## config.mk

```make
export PLATFORM = sky130hd
export DESIGN_NAME = interval_arbiter
export DESIGN_NICKNAME = d
export VERILOG_FILES = /design/src/rtl/interval_pkg.sv /design/src/rtl/rr_picker.sv /design/src/rtl/interval_arbiter.sv
export SDC_FILE = /design/constraint.sdc
export NUM_CORES = 1
export LEC_CHECK = 0
export ABC_AREA = 1
export CAP_MARGIN = 20
export CORE_MARGIN = 4
export CORE_UTILIZATION = 50
export CTS_BUF_LIST = sky130_fd_sc_hd__clkbuf_8 sky130_fd_sc_hd__clkbuf_16
export DETAILED_ROUTE_END_ITERATION = 8
export GPL_TIMING_DRIVEN = 1
export PLACE_DENSITY = 0.82
export SLEW_MARGIN = 5
export SYNTH_ARGS = -nofsm -noshare
export SYNTH_HDL_FRONTEND = slang
export SYNTH_SLANG_ARGS = --single-unit
```

## constraint.sdc

```tcl
create_clock -name tick -period 2.55 [get_ports tick]
set_input_delay 0.51 -clock tick [delete_from_list [all_inputs] [get_ports tick]]
set_output_delay 0.51 -clock tick [all_outputs]
set_load 0.1 [all_outputs]
```

## src/rtl/interval_pkg.sv

```systemverilog
// Shared constants, state encoding and helpers for the interval arbiter.
// NREQ requesters share a single CW-bit interval counter.
package interval_pkg;
   localparam int NREQ = 4;
   localparam int CW   = 16;
   localparam int IW   = $clog2(NREQ);

   typedef enum logic [1:0] {
      IDLE = 2'd0,
      RUN  = 2'd1,
      DONE = 2'd2
   } state_t;

   // Holds at all-ones so the counter can never wrap.
   function automatic logic [CW-1:0] sat_inc(input logic [CW-1:0] v);
      return (v == {CW{1'b1}}) ? v : v + CW'(1);
   endfunction
endpackage

```

## src/rtl/rr_picker.sv

```systemverilog
// Combinational round-robin picker: scans from last_grant+1 and wraps.
// Produces a one-hot winner and its index; win is all-zero when req is empty.
module rr_picker
   import interval_pkg::*;
(
   input  logic [NREQ-1:0] req,
   input  logic [IW-1:0]   last_grant,
   output logic [NREQ-1:0] win,
   output logic [IW-1:0]   index
);
   logic          found;
   logic [IW-1:0] idx;

   always_comb begin
      win   = '0;
      index = '0;
      found = 1'b0;
      idx   = '0;
      // k = NREQ wraps back to last_grant itself, so it is checked last.
      for (int k = 1; k <= NREQ; k++) begin
         idx = last_grant + IW'(k);
         if (!found && req[idx]) begin
            found      = 1'b1;
            win[idx]   = 1'b1;
            index      = idx;
         end
      end
   end
endmodule

```

## src/rtl/interval_arbiter.sv

```systemverilog
// Round-robin owner of one shared interval counter: grants a requester, counts
// to its latched limit, pulses done on expiry, and supports abort and enable.
module interval_arbiter
   import interval_pkg::*;
(
   input  logic                 tick,
   input  logic                 clear_n,
   input  logic                 en,
   input  logic [NREQ-1:0]      req,
   input  logic [NREQ*CW-1:0]   limit,
   output logic [NREQ-1:0]      grant,
   output logic [NREQ-1:0]      done,
   output logic                 busy,
   output logic [CW-1:0]        count
);
   state_t          state;
   logic [CW-1:0]   lim_q;
   logic [IW-1:0]   last_grant;
   logic [NREQ-1:0] win;
   logic [IW-1:0]   win_idx;
   logic [CW-1:0]   lim_sel;
   logic            owner_req;

   rr_picker u_pick (
      .req        (req),
      .last_grant (last_grant),
      .win        (win),
      .index      (win_idx)
   );

   assign lim_sel   = limit[int'(win_idx)*CW +: CW];
   // grant is one-hot, so masking req with it isolates the owner's request.
   assign owner_req = |(req & grant);

   always_ff @(posedge tick or negedge clear_n) begin
      if (!clear_n) begin
         state      <= IDLE;
         grant      <= '0;
         done       <= '0;
         busy       <= 1'b0;
         count      <= '0;
         lim_q      <= '0;
         last_grant <= IW'(NREQ-1);
      end else if (!en) begin
         state <= IDLE;
         grant <= '0;
         done  <= '0;
         busy  <= 1'b0;
         count <= '0;
      end else begin
         case (state)
            IDLE: begin
               if (|req) begin
                  state      <= RUN;
                  grant      <= win;
                  busy       <= 1'b1;
                  count      <= '0;
                  lim_q      <= lim_sel;
                  last_grant <= win_idx;
               end
            end
            RUN: begin
               if (!owner_req) begin
                  state <= IDLE;
                  grant <= '0;
                  busy  <= 1'b0;
                  count <= '0;
               end else if (count == lim_q) begin
                  state <= DONE;
                  done  <= grant;
                  count <= sat_inc(count);
               end else begin
                  count <= sat_inc(count);
               end
            end
            DONE: begin
               // count keeps limit+1 until the next grant.
               state <= IDLE;
               grant <= '0;
               done  <= '0;
               busy  <= 1'b0;
            end
            default: begin
               state <= IDLE;
               grant <= '0;
               done  <= '0;
               busy  <= 1'b0;
               count <= '0;
            end
         endcase
      end
   end
endmodule

```

==> metrics.md <==
| Metric | Value |
|---|---|
| Residual overflow from global routing | 0 |
| Hold WC Path Type | input pin to asynchronous set/reset pin |
| Share of layout cells above drive strength 1 | 10.1% |
| Critical Path Fanout Max | 16 |
| Clock tree from TritonCTS | done |
| Cell count after synthesis | 562 |
| CTS Buf Count | 5 |
| Maximum resistive drop on vdd | 0.598 mV |
| Synthesized Nets | 642 |
| Synth Register Bits | 45 |
| Ratio of final minimum period to clock period | 95.0% |
| Arrival time of the worst setup path | 2610 ps |
| Sequential cell area in the final layout | 1130 um2 |
| Leak Pwr | 2.53 nW |
| Via density per instance | 5.17 |
| H-Tree Depth | 2 |
| CTS Hold Buffers Added | 0 |
| Die area | 8750 um2 |
| Dominant cells by area after synthesis | sky130_fd_sc_hd__dfrtp_1 29%, sky130_fd_sc_hd__nand2_1 18%, sky130_fd_sc_hd__nand3_1 13%, sky130_fd_sc_hd__inv_1 9.6%, sky130_fd_sc_hd__xor2_1 3.6% |
| Number of maximum-capacitance constraint violations | 0 |
| Fmax | 0.413 GHz |
| Startpoint Class | register |
| Floorplan row count | 30 |
| Final weighted congestion in routability-driven placement | 0.933 |
| Result of the run | completed |
| Normalized max-slew margin | 34.9% |
| Cell type with the highest aggregate area in the netlist | sky130_fd_sc_hd__dfrtp_1 |
| Final WL | 9740 um |
| Final Hold Viols | 0 |
| Critical path type | register to register |
| Final Util | 69.6% |
| Global-route wire length before repair | 15,900 um |
| Initial Util | 52.7% |
| Chip Width | 93.6 um |
| Initial antenna violation count | 0 |
| Via count of the first global-routing pass | 3,658 |
| Hpwl dp | 7420 um |
| First-iteration detailed-routing DRC count | 195 |
| Total setup violations reported at the end of the flow | 0 |
| Post-Synthesis Cell Area | 3660 um2 |
| Number of max-slew violations in the final report | 0 |
| Synthesized area divided by synthesized cell count | 6.51 um2 |
| Average routed wire per standard cell | 13.0 um |
| Aggregate global-route resource usage | 21.8% |
| Clock Tree Buf Depth | 2 |
| Top-level I/O count | 96 |
| Nature of the critical path endpoint | register |
| Final period demand of the worst path | 2420 ps |
| Power density normalized to cell area | 1160 nW/um2 |
| Yosys synthesis warning count | 0 |
| Number of routed nets with antenna violations | 0 |
| Y dimension of the die | 93.6 um |
| Fin area | 4830 um2 |
| Post-CTS clock slew at the launch and capture registers of the worst setup and hold paths | 80 ps |
| # diodes | 0 |
| Area share of the largest cell type after synthesis | 29.4% |
| Multi-input gate area in the final layout | 2090 um2 |
| Placed standard-cell area | 4620 um2 |
| Number of distinct library cells after synthesis | 37 |
| Clock Sinks | 45 |
| Later-pin clock latency in the skew report | 300 ps |
| Core region area | 6940 um2 |
| Sequential-to-total area share from yosys stat | 30.8% |
| Required @ worst endpoint | 2730 ps |
| Worst setup skew after layout | 5.17 ps |
| Master cell of the clock root buffer | sky130_fd_sc_hd__clkbuf_8 |
| First-pass iteration count of the detailed router | 5 |
| Pin count of the biggest net entering global routing | 46 |
| Count of fill cells added during filler insertion | 567 |
| NumNets Final | 732 |
| Buffers added on ports | 95 |
| Post-route DRC violation count | 0 |
| Layout overhead on the synthesized area | 32.0% |
| Slew at the pin closest to its max-slew limit | 977 ps |
| Total number of vias | 3,873 |
==> timing repair <==
action                     in CTS  in global routing
resized for setup               0                 11
setup endpoints to repair       0                 16
buffers inserted                0                  0
==> critical path: stages, from the launching register on <==
cell	delay, ps
sky130_fd_sc_hd__dfstp_2	540
sky130_fd_sc_hd__inv_2	100
sky130_fd_sc_hd__ha_4	310
sky130_fd_sc_hd__inv_1	70
sky130_fd_sc_hd__nand3_2	110
sky130_fd_sc_hd__nand2_4	110
sky130_fd_sc_hd__o21ai_1	180
sky130_fd_sc_hd__nand2_1	120
sky130_fd_sc_hd__nand2_4	190
sky130_fd_sc_hd__clkbuf_16	200
sky130_fd_sc_hd__nand3_1	80
sky130_fd_sc_hd__nand3_1	90
sky130_fd_sc_hd__nand2_1	50
sky130_fd_sc_hd__nand2_1	50
sky130_fd_sc_hd__nand2_1	70
==> path summary, 6_finish.rpt <==
check	from	end	slack, ps	depth (start not counted)
worst max-delay path	last_grant[0]$_DFFE_PN1P_	lim_q[0]$_DFFE_PN0P_	130	14
worst min-delay path	clear_n	count[6]$_DFFE_PN0P_	370	1
worst max register to register	last_grant[0]$_DFFE_PN1P_	lim_q[0]$_DFFE_PN0P_	130	14
worst min register to register	busy$_DFFE_PN0P_	busy$_DFFE_PN0P_	500	2
max in group asynchronous	clear_n	lim_q[0]$_DFFE_PN0P_	1580	1
min in group tick	busy$_DFFE_PN0P_	busy$_DFFE_PN0P_	500	2
==> logic make-up after synthesis <==
family | after synthesis | synth area share, %
XOR/XNOR | 27 | 6.46
AO/OA/AOI/OAI | 34 | 5.68
flip-flops | 45 | 30.8
buffers and inverters | 121 | 13.7
AND/OR/NAND/NOR | 326 | 40.3
adder cells (fa/ha/maj) | 9 | 3.08
==> layer usage <==
layer,wire length [um],global-route usage [%],vias to the layer above
met5,0,0,-
met4,123,5.29,0
met3,829,4.67,18
met2,4440,35.9,181
met1,4350,29.1,1715
li1,-,-,1959
==> Yosys cell counts (all sizes together) <==
cell type	number
dfstp	2
xor2	15
nor2	19
and2	1
nor3	11
a31oi	2
o21a	1
ha	9
o41ai	5
or2	3
xnor2	12
buf	12
nand2	181
nand4	13
o21ai	13
dfrtp	43
a22oi	4
clkinv	1
nand3	96
nor4	1
clkbuf	12
o22ai	3
nand3b	1
inv	96
a21oi	6
==> layout make-up <==
cell class / count / share of cell area [%]
Timing Repair Buffer: 106 / 20.7
Sequential cell: 45 / 23.4
Clock inverter: 2 / 0.699
Tap cell: 96 / 2.49
Inverter: 97 / 7.77
Clock buffer: 6 / 1.71
Multi-Input combinational cell: 397 / 43.3
==> state kept, by name, indices dropped and copies added (netlist names) <==
register,count
busy,1
grant,4
done,4
state,2
count,16
lim_q,16
last_grant,2
==> per-stage QoR <==
stage	worst slack [ps]	TNS [ps]	power, mW	instances	hold WS, ps
detailed placement	7.03	0	4.62	739	486
finish	127	0	5.61	749	369
global placement	125	0	4.54	739	475
floorplan	82.3	0	4.00	562	214
global route	-0.898	-0.898	6.12	749	441
CTS	60.8	0	5.18	747	391
==> power by group <==
part	internal, mW	switching [mW]	leakage, nW	total, mW
Clock	0.315	0.229	0.0626	0.545
Sequential	0.906	0.137	0.592	1.04
Combinational	1.43	2.60	1.88	4.02
==> layout by cell type, fill, tap and decap left out, drive strengths merged, types with 2 or more instances in the layout <==
master         synthesis  routed
nand4                 13      13
clkbuf                12       7
dfrtp                 43      43
xnor2                 12      12
dfstp                  2       2
o41ai                  5       5
o21ai                 13      13
inv                   96      97
nor2                  19      19
o22ai                  3       3
nor3                  11      11
a21oi                  6       6
clkdlybuf4s50          0      69
ha                     9       9
or2                    3       3
a22oi                  4       4
nand2                181     182
nand3                 96      96
buf                   12      36
a31oi                  2       2
xor2                  15      15
(Power assumes the default switching activity.)
